File: src/rtl/dht_poll_sched.sv
// rtl/dht_poll_sched.sv - periodic round-robin poll scheduler for NCH DHT11 driver channels
//
// Sweeps the DHT11 driver channels one at a time. Each channel is started,
// watched until it finishes or times out, and its result is stored as the
// last good reading or as an error/timeout flag. After the last channel the
// block waits POLL_TICKS cycles before starting the next sweep.
//
// Optional feature macro: DHT_RETRY_EN
//   defined   - a failed channel is retried up to MAX_RETRY extra times in the
//               same sweep before it is reported as failed
//   undefined - every failure is reported at once and no retry counter exists
//
// Ports
//   i_clk50mhz   in   1        sole clock, rising edge
//   i_rst        in   1        asynchronous active-high reset
//   i_enable     in   1        level, 1 = run periodic sweeps
//   o_drv_en     out  NCH      per-channel driver enable
//   o_drv_rst    out  NCH      per-channel driver reset/start strobe
//   i_drv_wait   in   NCH      per-channel driver busy
//   i_drv_error  in   NCH      per-channel driver error, sampled at completion
//   i_drv_temp   in   8*NCH    driver temperature bytes, channel i at [8i+7:8i]
//   i_drv_hum    in   8*NCH    driver humidity bytes, same packing
//   o_temp       out  8*NCH    last good temperature per channel
//   o_hum        out  8*NCH    last good humidity per channel
//   o_valid      out  NCH      channel holds a reading from its latest sequence
//   o_err        out  NCH      channel's latest sequence failed
//   o_timeout    out  NCH      channel's latest failure was a timeout
//   o_sample_stb out  1        one-cycle pulse per finished channel
//   o_sample_ch  out  3        channel index of the last o_sample_stb
//   o_busy_led   out  1        1 while a transaction is active

module dht_poll_sched #(
  parameter int NCH           = 2,
  parameter int POLL_TICKS    = 100_000_000,
  parameter int TIMEOUT_TICKS = 2_500_000,
  parameter int MAX_RETRY     = 2
) (
  input  logic               i_clk50mhz,
  input  logic               i_rst,
  input  logic               i_enable,
  output logic [NCH-1:0]     o_drv_en,
  output logic [NCH-1:0]     o_drv_rst,
  input  logic [NCH-1:0]     i_drv_wait,
  input  logic [NCH-1:0]     i_drv_error,
  input  logic [8*NCH-1:0]   i_drv_temp,
  input  logic [8*NCH-1:0]   i_drv_hum,
  output logic [8*NCH-1:0]   o_temp,
  output logic [8*NCH-1:0]   o_hum,
  output logic [NCH-1:0]     o_valid,
  output logic [NCH-1:0]     o_err,
  output logic [NCH-1:0]     o_timeout,
  output logic               o_sample_stb,
  output logic [2:0]         o_sample_ch,
  output logic               o_busy_led
);

  // One counter serves both the transaction timeout and the sweep interval,
  // so it is sized for the larger of the two limits.
  localparam int MAX_TICKS = (POLL_TICKS > TIMEOUT_TICKS) ? POLL_TICKS : TIMEOUT_TICKS;
  localparam int CW        = $clog2(MAX_TICKS + 1);

  typedef enum logic [2:0] {
    S_IDLE,
    S_START,
    S_ARM,
    S_XFER,
    S_CAPTURE,
    S_NEXT,
    S_INTERVAL,
    S_RETRY_GAP
  } state_t;

  state_t          r_state;
  logic [2:0]      r_ch;
  logic [CW-1:0]   r_cnt;
  logic            r_timed_out;

  logic [NCH-1:0]  w_sel;
  logic [CW-1:0]   w_cnt_next;
  logic            w_wait;
  logic            w_error;
  logic            w_fail;
  logic            w_retry_ok;

  function automatic logic [NCH-1:0] f_onehot(input logic [2:0] ch);
    logic [NCH-1:0] v;
    v = '0;
    for (int i = 0; i < NCH; i++) begin
      if (ch == 3'(i)) v[i] = 1'b1;
    end
    return v;
  endfunction

  // Only the active channel's handshake is looked at; the others are masked.
  assign w_sel      = f_onehot(r_ch);
  assign w_wait     = |(i_drv_wait & w_sel);
  assign w_error    = |(i_drv_error & w_sel);
  assign w_fail     = r_timed_out | w_error;
  // The compare happens on the incremented value, and the counter is never
  // stored beyond the limit, so it cannot wrap before the compare.
  assign w_cnt_next = r_cnt + CW'(1);

`ifdef DHT_RETRY_EN
  localparam int RW = (MAX_RETRY > 0) ? $clog2(MAX_RETRY + 1) : 1;

  logic [RW-1:0] r_retry;

  assign w_retry_ok = (r_retry < RW'(MAX_RETRY));

  // Attempts are counted per channel: any final outcome in CAPTURE clears
  // the count so the next channel starts fresh.
  always_ff @(posedge i_clk50mhz or posedge i_rst) begin
    if (i_rst) begin
      r_retry <= '0;
    end else if (r_state == S_CAPTURE) begin
      if (w_fail && w_retry_ok) r_retry <= r_retry + RW'(1);
      else                      r_retry <= '0;
    end
  end
`else
  assign w_retry_ok = 1'b0;
`endif

  always_ff @(posedge i_clk50mhz or posedge i_rst) begin
    if (i_rst) begin
      r_state      <= S_IDLE;
      r_ch         <= '0;
      r_cnt        <= '0;
      r_timed_out  <= 1'b0;
      o_drv_en     <= '0;
      o_drv_rst    <= '0;
      o_temp       <= '0;
      o_hum        <= '0;
      o_valid      <= '0;
      o_err        <= '0;
      o_timeout    <= '0;
      o_sample_stb <= 1'b0;
      o_sample_ch  <= '0;
      o_busy_led   <= 1'b0;
    end else begin
      o_sample_stb <= 1'b0;

      case (r_state)
        S_IDLE: begin
          if (i_enable) begin
            r_ch       <= '0;
            o_drv_en   <= f_onehot(3'd0);
            o_drv_rst  <= f_onehot(3'd0);
            o_busy_led <= 1'b1;
            r_state    <= S_START;
          end
        end

        // Start strobe lasts exactly this one cycle.
        S_START: begin
          o_drv_rst   <= '0;
          r_cnt       <= '0;
          r_timed_out <= 1'b0;
          r_state     <= S_ARM;
        end

        // Timeout has priority over the driver handshake in the same cycle.
        S_ARM: begin
          r_cnt <= w_cnt_next;
          if (w_cnt_next == CW'(TIMEOUT_TICKS)) begin
            r_timed_out <= 1'b1;
            o_drv_en    <= '0;
            r_state     <= S_CAPTURE;
          end else if (w_wait) begin
            r_state <= S_XFER;
          end
        end

        S_XFER: begin
          r_cnt <= w_cnt_next;
          if (w_cnt_next == CW'(TIMEOUT_TICKS)) begin
            r_timed_out <= 1'b1;
            o_drv_en    <= '0;
            r_state     <= S_CAPTURE;
          end else if (!w_wait) begin
            o_drv_en <= '0;
            r_state  <= S_CAPTURE;
          end
        end

        S_CAPTURE: begin
          if (!w_fail) begin
            for (int i = 0; i < NCH; i++) begin
              if (w_sel[i]) begin
                o_temp[8*i +: 8] <= i_drv_temp[8*i +: 8];
                o_hum[8*i +: 8]  <= i_drv_hum[8*i +: 8];
              end
            end
            o_valid      <= o_valid | w_sel;
            o_err        <= o_err & ~w_sel;
            o_timeout    <= o_timeout & ~w_sel;
            o_sample_stb <= 1'b1;
            o_sample_ch  <= r_ch;
            o_busy_led   <= 1'b0;
            r_state      <= S_NEXT;
          end else if (w_retry_ok) begin
            // Silent retry: no strobe, the channel is restarted after a gap.
            r_state <= S_RETRY_GAP;
          end else begin
            // Final failure keeps the previous good reading untouched.
            o_valid      <= o_valid & ~w_sel;
            o_err        <= o_err | w_sel;
            o_timeout    <= r_timed_out ? (o_timeout | w_sel) : (o_timeout & ~w_sel);
            o_sample_stb <= 1'b1;
            o_sample_ch  <= r_ch;
            o_busy_led   <= 1'b0;
            r_state      <= S_NEXT;
          end
        end

        // One cycle with every driver disabled before restarting the channel.
        S_RETRY_GAP: begin
          o_drv_en  <= w_sel;
          o_drv_rst <= w_sel;
          r_state   <= S_START;
        end

        // A dropped enable stops the sweep after the channel that just ended.
        S_NEXT: begin
          if (!i_enable) begin
            r_ch    <= '0;
            r_state <= S_IDLE;
          end else if (r_ch < 3'(NCH - 1)) begin
            r_ch       <= r_ch + 3'd1;
            o_drv_en   <= f_onehot(r_ch + 3'd1);
            o_drv_rst  <= f_onehot(r_ch + 3'd1);
            o_busy_led <= 1'b1;
            r_state    <= S_START;
          end else begin
            r_ch    <= '0;
            r_cnt   <= '0;
            r_state <= S_INTERVAL;
          end
        end

        // START is entered exactly POLL_TICKS cycles after INTERVAL entry.
        S_INTERVAL: begin
          if (w_cnt_next == CW'(POLL_TICKS)) begin
            r_cnt <= '0;
            if (i_enable) begin
              o_drv_en   <= f_onehot(3'd0);
              o_drv_rst  <= f_onehot(3'd0);
              o_busy_led <= 1'b1;
              r_state    <= S_START;
            end else begin
              r_state <= S_IDLE;
            end
          end else begin
            r_cnt <= w_cnt_next;
          end
        end

        default: begin
          o_drv_en   <= '0;
          o_drv_rst  <= '0;
          o_busy_led <= 1'b0;
          r_state    <= S_IDLE;
        end
      endcase
    end
  end

endmodule

File: config.mk
export PLATFORM = sky130hd
export DESIGN_NAME = dht_poll_sched
export DESIGN_NICKNAME = d
export VERILOG_FILES = /design/src/rtl/dht_poll_sched.sv
export SDC_FILE = /design/constraint.sdc
export NUM_CORES = 1
export LEC_CHECK = 0
export BUFFER_PORTS_ARGS = -buffer_cell sky130_fd_sc_hd__clkbuf_2
export CAP_MARGIN = 20
export CORE_MARGIN = 2
export CORE_UTILIZATION = 61
export DETAILED_ROUTE_END_ITERATION = 7
export GPL_TIMING_DRIVEN = 0
export PLACE_DENSITY = 0.86
export SETUP_SLACK_MARGIN = 0.1
export SLEW_MARGIN = 30
export SYNTH_ARGS = -nofsm -noshare
export SYNTH_HDL_FRONTEND = slang
export SYNTH_SLANG_ARGS = --single-unit
File: constraint.sdc
create_clock -name i_clk50mhz -period 6.8 [get_ports i_clk50mhz]
set_input_delay 0.68 -clock i_clk50mhz [delete_from_list [all_inputs] [get_ports i_clk50mhz]]
set_output_delay 0.68 -clock i_clk50mhz [all_outputs]
set_load 0.005 [all_outputs]
==> metrics.txt, run 1 <==
Yosys cell types=between 70 and 80; Yosys top cell by area=dfrtp_1; worst hold path type=in2async; clk_lat worst skew=0.37 ns; metal3 WL=961 um; Async SR Flop Fraction=1.000; Final min period=3.476 ns; setup TNS=0 ns; Core Box Area=0.007607 mm2; Highest Signal Layer=met4; CTS Root Cell=clkbuf_8; most frequent cells after synthesis=81 x dfrtp_1, 51 x nand2_1, 37 x mux2_2; synthesized area=0.004731 mm2; final setup violation count=0; crit start category=register; Sink Count=81; post-CTS setup buffers=0; Design Power=1.997 mW; total wire length=12400 um; Worst Path Class, Setup=reg2reg; Util after Layout=0.7260; CTS tree=yes; Clock Skew=around 0.013 ns; Ports=86; count of pins over their slew limit=0; H-tree depth=3; die height=approximately 92 um; first-pass GRT wire length=between 15000 and 20000 um; Initial Util=0.6219; Post-CTS Hold Fix Bufs=0; post-synth net total=526; sequential-to-total area share from yosys stat=0.4285; Leakage=2.533 nW; Tightest Pin Transition=0.6801 ns; Flop pwr share=0.363; die outline width=92.07 um; routed wl met2=just over 6000 um; fillers=558; initial DRC count=403; Post-synth EDFFs=0; Synth warnings=0; largest net degree at the start of global routing=52; Sw Ratio=0.4216; initial antenna violation count=0; CP required=7.03 ns; row count=32; Yosys top cell area share=0.4285; vias in the first global route=4185; GP Congestion=0.9359; met1 wire length=4958 um; Routed Antenna Nets=0; peak supply drop=241.6 uV; Area growth syn-to-layout=16.74%; Achievable Freq=287.7 MHz; status=finished, final reports clean; combinational group share of total power=0.447; reg2reg path depth=11; Final HPWL DP=between 8000 and 9000 um; grt ovf=0; period utilisation layout=0.5111; drc violations=0; Vias=4337; Longest Clk Path Bufs=2; DRT Pass-1 Iters=5; Avg Cell Area, Syn=9.835 um2; GRT Overall Usage=0.2988; max_cap viols=0; die area=0.008476 mm2; #FFs+latches synth=81; post-CTS sizing=0; Synth area leaders=dfrtp_1 43%, mux2_2 8.8%, nand2_1 4.0%; top-count cell post-synth=dfrtp_1; slew margin rel.=0.5446; TritonCTS Buffers=9; PortBufs=84; Syn Inst Count=approximately 480; Via-to-Cell Ratio=6.341; Worst-path clk slew=0.10 ns; clock share of power=0.190; routed len/inst=18.13 um; CP Max Fanout=10; Arr. time, crit path=3.71 ns; CP Capture Type=register; ys flop type=dfrtp_1; share of cells above drive strength 1=0.2938; Pint=1.155 mW; PD cells=361.7 mW/mm2; P_sw=842.1 uW; Nets=622; n_diodes=0; unrepaired setup endpoints after global routing=no; Final Hold Vio Count=0
registers in the layout, indices dropped and copies added, names as in the netlist, named ones only:
signal / flops
o_temp: 16
o_sample_ch: 3
o_hum: 16
o_busy_led: 1
r_ch: 3
o_drv_rst: 2
r_timed_out: 1
o_drv_en: 2
r_state: 3
o_sample_stb: 1
r_cnt: 27
cell usage in the layout, fill, tap and decap left out, types with 12 or more instances in the layout:
| master | netlist | layout |
|---|---|---|
| nand3_1 | 17 | 17 |
| o21ai_0 | 25 | 25 |
| clkbuf_1 | 23 | 23 |
| nand2_1 | 51 | 51 |
| nor2_1 | 22 | 22 |
| nor3_1 | 13 | 13 |
| inv_1 | 14 | 13 |
| mux2_2 | 37 | 37 |
| clkbuf_2 | 1 | 85 |
| dfrtp_1 | 81 | 81 |
| a21oi_1 | 12 | 12 |
power groups by stage:
stage	combinational [mW]	sequential, mW	clock [mW]
after global placement	0.827	0.718	0
final	0.893	0.726	0.379
after detailed placement	0.872	0.731	0
after CTS	0.882	0.724	0.379
after global routing	0.970	0.744	0.397
after floorplan	0.585	0.719	0
through the flow:
step	hold slack (ns)	cell area (um2)	instances	worst slack (ns)
2_1_floorplan	0.4694	4731	481	4.009
3_5_place_dp	0.4784	5311	668	3.488
3_3_place_gp	0.4609	5279	667	3.123
4_1_cts	0.2848	5523	684	3.395
5_1_grt	0.2961	5523	684	3.107
6_report	0.2861	5523	684	3.324
per-layer routing:
layer	global-route usage	vias up
met5	0	-
met4	0.1368	0
met3	0.04930	43
met2	0.5031	241
met1	0.3785	2075
li1	-	1978
layout make-up:
cell class | instances | area, um2 | area share
multi-input cells | 350 | 2496 | 0.4520
flip-flops and latches | 81 | 2027 | 0.3670
repair buffers | 85 | 447.9 | 0.08111
plain buffers | 36 | 155.1 | 0.02809
well taps | 102 | 127.6 | 0.02311
clock buffers | 9 | 123.9 | 0.02243
clock inverters | 7 | 87.58 | 0.01586
inverters | 14 | 57.56 | 0.01042
final timing paths:
path	slack (ns)	startpoint	end
setup / recovery	3.32	r_cnt[1]	r_cnt[26]
hold / removal	0.29	i_rst	o_temp[8]
setup reg to reg	3.32	r_cnt[1]	r_cnt[26]
hold reg to reg	0.49	o_drv_rst[1]	o_drv_rst[1]
max in group asynchronous	5.96	i_rst	r_state[0]
min in group i_clk50mhz	0.49	o_drv_rst[1]	o_drv_rst[1]
worst max-delay path, stage by stage, from the launching register on:
cell and delay [ns]:
dfrtp_1 0.53, ha_1 0.33, nand3_2 0.17, buf_6 0.19, nor4_4 0.35, xor2_1 0.32
o2111ai_1 0.24, nor4b_1 0.32, o2111ai_1 0.23, buf_2 0.27, nand2_2 0.25, o22ai_1 0.13
kinds of logic (layout without fill, tap and decap cells):
logic type                 count (synthesis)  count (layout)  share of synthesized area
AOI/OAI and AO/OA                        122             122                     0.1870
xor gates and xnor gates                  14              14                    0.02592
adders and majority gates                  6               6                    0.01587
buffers and inverters                     50             151                    0.04390
DFF                                       81              81                     0.4285
muxes                                     39              39                    0.09257
and+or+nand+nor                          169             169                     0.2063
Note: power is estimated with default switching activity, not from simulation.
==> inputs of run 2 (changes only) <==
CORE_UTILIZATION = 56   (was 61)
PLACE_DENSITY = 0.8   (was 0.86)
clock period = 3.2 ns   (was 6.8 ns; I/O delays follow)
==> metrics.txt, run 2 (synthesis gave the netlist of run 1 again) <==
status=finished, final reports clean; worst path bufs/invs=1 (-1); largest net degree at the start of global routing=45 (-13%); Longest Clk Path Bufs=2 (unchanged); Pint=2.574 mW (+120%); die height=95.91 um (+4.2%); DRT Pass-1 Iters=5 (unchanged); Design Power=4.390 mW (+120%); number of stages on the worst setup path=10 (-1); Final Hold Vio Count=0 (unchanged); initial antenna violation count=0 (unchanged); n_diodes=0 (unchanged); period utilisation layout=0.9546 (+0.4435); Hold Path Stages=2; peak supply drop=522.6 uV (+120%); Flop pwr share=0.352 (-0.011); max reg flops=27 (unchanged); row count=33 (+3.1%); Biggest register=r_cnt; P_sw=1.816 mW (+120%); vias in the first global route=4187 (+0.048%); Sink Count=81 (unchanged); initial DRC count=300 (-26%); die outline width=95.91 um (+4.2%); WHS=0.1760 ns (-0.1100 ns); Clock Skew=0.009447 ns (-0.003337 ns); Ports=86 (unchanged); CP required=3.46 ns (-3.57 ns); total wire length=12740 um (+2.7%); Place WS=-0.1258 ns (-3.614 ns); Final HPWL DP=8719 um (+0.16%); GRT Overall Usage=0.2838 (-0.01496); Via-to-Cell Ratio=6.268 (-1.2%); Leakage=2.686 nW (+6.0%); final setup violation count=0 (unchanged); grt ovf=0 (unchanged); drc violations=0 (unchanged); slew margin rel.=0.4649 (-0.07966); post-route insts no fill=710 (+3.8%); CTS tree=yes; clock share of power=0.183 (-0.007); Sw Ratio=0.4136 (-0.007959); cell mode on critical path=o2111ai_2; commonest non-fill, non-tap cells in the layout=86 x clkbuf_2, 79 x dfrtp_1, 51 x nand2_1, 37 x mux2_2, 25 x o21ai_0; Tightest Pin Transition=0.8026 ns (+0.1225 ns); PD cells=753.3 mW/mm2 (+110%); Initial Util=0.5758 (-0.04612); CP max-delay cell=dfrtp_2; Achievable Freq=327.3 MHz (+14%); most common cell after layout, fill and taps aside=clkbuf_2; Nets=645 (+3.7%); Core Box Area=0.008217 mm2 (+8.0%); worst hold path type=in2reg; PortBufs=84 (unchanged); Routed Antenna Nets=0 (unchanged); max_cap viols=0 (unchanged); H-tree depth=3 (unchanged); placed insts=671 (+0.45%); unrepaired setup endpoints after global routing=yes; crit start category=register; routed len/inst=17.94 um (-1.1%); first-pass GRT wire length=20200 um (+1.3%); share of cells above drive strength 1=0.3405 (+0.04668); CP Max Fanout=6 (-4); count of pins over their slew limit=0 (unchanged); setup TNS=0 ns (unchanged); fillers=594 (+6.5%); largest registers=r_cnt: 27 flops, o_hum: 16 flops, o_temp: 16 flops; Vias=4450 (+2.6%); CTS Root Cell=clkbuf_8; CP peak stage delay=0.45 ns (-0.08 ns); Arr. time, crit path=3.31 ns (-0.40 ns); Final min period=3.055 ns (-0.4208 ns); CP cell instances=ha_4 -> nand3_4 -> buf_6 -> nor4_4 -> xor2_2 -> o2111ai_2 -> nor4b_2 -> o2111ai_2 -> a21oi_2 -> mux2_4; die area=0.009199 mm2 (+8.5%); reg2reg path depth=10 (-1); Worst Path Class, Setup=reg2reg; Worst-path clk slew=0.09 ns (about the same); Worst path top cell family by delay=simple AND/OR/NAND/NOR gates; TritonCTS Buffers=9 (unchanged); Area growth syn-to-layout=23.19%; GP Congestion=0.9214 (-1.5%); CP Capture Type=register; clk_lat worst skew=0.37 ns (about the same); combinational group share of total power=0.465 (+0.018); final worst slack=0.1451 ns (-3.179 ns)
## run 2: cell types whose count changed in the layout (fill, tap and decap cells not counted), moves of 2 or more
| cell | before | now |
|---|---|---|
| o2111ai_1 | 4 | 1 |
| buf_12 | 0 | 2 |
| dfrtp_2 | 0 | 2 |
| nand3_2 | 2 | 0 |
| o2111ai_2 | 1 | 3 |
| dfrtp_1 | 81 | 79 |
| nand3_4 | 0 | 2 |
| buf_4 | 0 | 20 |
## run 2: worst reg2reg max path: cells and delay by family, from the launching register on
| family | cells | cell delay (ns) |
|---|---|---|
| simple gates | 3 | 0.91 |
| compound gates | 3 | 0.67 |
| flops | 1 | 0.45 |
| mux | 1 | 0.32 |
| xor+xnor | 1 | 0.24 |
| fa+ha+maj | 1 | 0.19 |
| buf+inv | 1 | 0.17 |
## run 2: worst paths after layout
path / from / to / slack [ns]
min in group asynchronous: i_rst / o_temp[14] / 0.53
max in group asynchronous: i_rst / r_cnt[0] / 2.05
max reg2reg: r_cnt[1] / o_drv_rst[1] / 0.15
max: r_cnt[1] / o_drv_rst[1] / 0.15
min: i_drv_temp[12] / o_temp[12] / 0.18
min reg2reg: o_sample_ch[1] / o_sample_ch[1] / 0.49
## run 2: power by group through the flow
| stage | Combinational [mW] | Clock [mW] | Sequential [mW] |
|---|---|---|---|
| floorplan | 1.24 | 0 | 1.53 |
| global placement | 1.78 | 0 | 1.53 |
| detailed placement | 1.85 | 0 | 1.54 |
| CTS | 1.91 | 0.813 | 1.54 |
| global route | 2.23 | 0.854 | 1.58 |
| finish | 2.04 | 0.802 | 1.54 |
## run 2: layout make-up
class,instances,area (um2),area share
multi-input cells,350,2614,0.4485
repair buffers,108,625.6,0.1073
flip-flops and latches,81,2029,0.3482
plain buffers,36,162.7,0.02791
well taps,105,131.4,0.02254
clock buffers,10,137.6,0.02362
clock inverters,6,72.57,0.01245
inverters,14,55.05,0.009446
## run 2: per-layer routing
metal | vias up | track usage | routed length (um)
met5 | - | 0 | 0
met4 | 0 | 0.1107 | 246
met3 | 24 | 0.05873 | 1139
met2 | 229 | 0.4796 | 6305
met1 | 2176 | 0.3574 | 5046
li1 | 2021 | - | -
## run 2: repair_timing
action	in CTS	in global routing
pin swaps	5	12
endpoints found under the setup margin	28	30
setup buffers	5	16
hold buffers	1	0
gates cloned	0	1
hold endpoints to repair	1	0
gates resized for setup	8	17
## run 2: stage by stage
step / cell area, um2 / utilization
finish: 5828 / 0.7093
CTS: 5615 / 0.6834
floorplan: 4731 / -
detailed placement: 5305 / 0.6457
global route: 5828 / 0.7093
global placement: 5283 / 0.6429
==> inputs of run 3 (changes only) <==
CTS_BUF_LIST = sky130_fd_sc_hd__clkbuf_16   (was unset)
==> metrics.txt, run 3 (synthesis gave the netlist of run 1 again) <==
count of pins over their slew limit=0 (unchanged); die outline width=95.91 um (unchanged); CP peak stage delay=0.39 ns (-0.06 ns); CTS tree=yes; share of cells above drive strength 1=0.3272 (-0.01331); most common cell after layout, fill and taps aside=clkbuf_2; Initial Util=0.5758 (unchanged); CP cell instances=buf_2 -> nand3_4 -> nor3_4 -> nand3_1 -> xor2_1 -> nor3_2 -> o2111ai_4 -> a22oi_2 -> mux2_2; final setup violation count=0 (unchanged); clock share of power=0.229 (+0.046); reg2reg start=r_cnt[4]; Vias=4434 (-0.36%); clk_lat worst skew=0.34 ns (-0.03 ns); Place WS=-0.1258 ns (unchanged); R2R setup slack=0.16 ns (+0.02 ns); post-route insts no fill=701 (-1.3%); initial DRC count=312 (+4.0%); die area=0.009199 mm2 (unchanged); total wire length=13040 um (+2.3%); Pint=2.772 mW (+7.7%); WHS=0.01163 ns (-0.1644 ns); placed insts=671 (unchanged); Final Hold Vio Count=0 (unchanged); CP Max Fanout=10 (+4); largest net degree at the start of global routing=45 (unchanged); Achievable Freq=329.0 MHz (+0.50%); Tightest Pin Transition=0.7677 ns (-0.03493 ns); Worst Path Class, Setup=reg2reg; Final min period=3.040 ns (-0.01530 ns); reg2reg end=o_drv_en[0]; metal3 WL=1150 um (+0.97%); crit start category=register; setup TNS=0 ns (unchanged); Ports=86 (unchanged); Sw Ratio=0.4014 (-0.01220); largest registers=r_cnt: 27 flops, o_hum: 16 flops, o_temp: 16 flops; period utilisation layout=0.9499 (-0.004780); Clock Skew=0.005983 ns (-0.003463 ns); routed len/inst=18.59 um (+3.6%); max reg flops=27 (unchanged); drc violations=0 (unchanged); peak supply drop=501.2 uV (-4.1%); TritonCTS Buffers=9 (unchanged); P_sw=1.859 mW (+2.4%); Design Power=4.632 mW (+5.5%); reg2reg path depth=9 (-1); Worst-path clk slew=0.07 ns (-0.02 ns); Final HPWL DP=8719 um (unchanged); Flop pwr share=0.333 (-0.019); Util after Layout=0.7096 (about the same); initial antenna violation count=0 (unchanged); PortBufs=84 (unchanged); CP required=3.43 ns (-0.03 ns); Area growth syn-to-layout=23.25% (about the same); Leakage=2.683 nW (-0.14%); slew margin rel.=0.4882 (+0.02329); PD cells=794.4 mW/mm2 (+5.5%); commonest non-fill, non-tap cells in the layout=86 x clkbuf_2, 79 x dfrtp_1, 51 x nand2_1, 37 x mux2_2, 25 x o21ai_0; max_cap viols=0 (unchanged); fillers=578 (-2.7%); worst hold path type=in2async; H-tree depth=3 (unchanged); Routed Antenna Nets=0 (unchanged); routed wl met2=6416 um (+1.8%); grt ovf=0 (unchanged); met1 wire length=5079 um (+0.65%); GP Congestion=0.9214 (unchanged); Arr. time, crit path=3.27 ns (-0.04 ns); CTS Root Cell=clkbuf_16; n_diodes=0 (unchanged); CP Capture Type=register; finished layout cell area=0.005831 mm2 (about the same); CP max-delay cell=dfrtp_1; Highest Signal Layer=met4; unrepaired setup endpoints after global routing=yes; Via-to-Cell Ratio=6.325 (+0.92%); GRT Overall Usage=0.2947 (+0.01088); status=finished, final reports clean; Core Box Area=0.008217 mm2 (unchanged); vias in the first global route=4231 (+1.1%); Nets=636 (-1.4%); Sink Count=81 (unchanged); Placement Cell Area=0.005305 mm2 (unchanged); row count=33 (unchanged); combinational group share of total power=0.437 (-0.028); final worst slack=0.1604 ns (+0.01530 ns); DRT Pass-1 Iters=7 (+2); Longest Clk Path Bufs=2 (unchanged); die height=95.91 um (unchanged); first-pass GRT wire length=20760 um (+2.7%); Biggest register=r_cnt
==> run 3: repair_timing <==
action / in CTS / in global routing
hold buffers: 0 / 0
resized for setup: 8 / 13
pin swaps: 6 / 7
endpoints found under the setup margin: 28 / 28
buffers inserted: 6 / 8
==> run 3: layout make-up <==
cell class | count | area, um2 | share of cell area
repair buffers | 99 | 558.0 | 0.09571
plain buffers | 36 | 158.9 | 0.02725
well taps | 105 | 131.4 | 0.02253
clock buffers | 9 | 225.2 | 0.03863
multi-input cells | 350 | 2596 | 0.4453
inverters | 14 | 55.05 | 0.009442
flip-flops and latches | 81 | 2029 | 0.3481
clock inverters | 7 | 76.32 | 0.01309
==> run 3: worst max-delay path by stage <==
stage / startpoint / end / slack, ns / depth (start not counted)
2_1_floorplan: r_cnt[0] / o_drv_en[0] / 0.41 / 10
3_3_place_gp: r_cnt[0] / r_cnt[19] / -0.1 / 11
3_5_place_dp: r_cnt[0] / r_cnt[3] / -0.13 / 11
4_1_cts: r_cnt[0] / r_cnt[22] / 0.13 / 11
5_1_grt: r_cnt[4] / o_drv_en[0] / 0.05 / 9
6_report: r_cnt[4] / o_drv_en[0] / 0.16 / 9
==> run 3: worst max-delay path: cells and delay by family (launching register included) <==
family,cells,cell delay (ns)
AOI/OAI and AO/OA,2,0.57
xor gates and xnor gates,1,0.26
buffers and inverters,1,0.25
DFF,1,0.39
muxes,1,0.36
and+or+nand+nor,4,1.07
==> run 3: power by group through the flow <==
stage | sequential [mW] | clock, mW | combinational [mW]
final | 1.54 | 1.06 | 2.03
after global placement | 1.53 | 0 | 1.78
after detailed placement | 1.54 | 0 | 1.85
after CTS | 1.54 | 1.06 | 1.92
after global routing | 1.58 | 1.11 | 2.21
after floorplan | 1.53 | 0 | 1.24
==> run 3: per-layer routing <==
layer	track usage	vias up
met3	0.06891	41
met4	0.1190	0
met2	0.4959	244
li1	-	2002
met5	0	-
met1	0.3661	2147
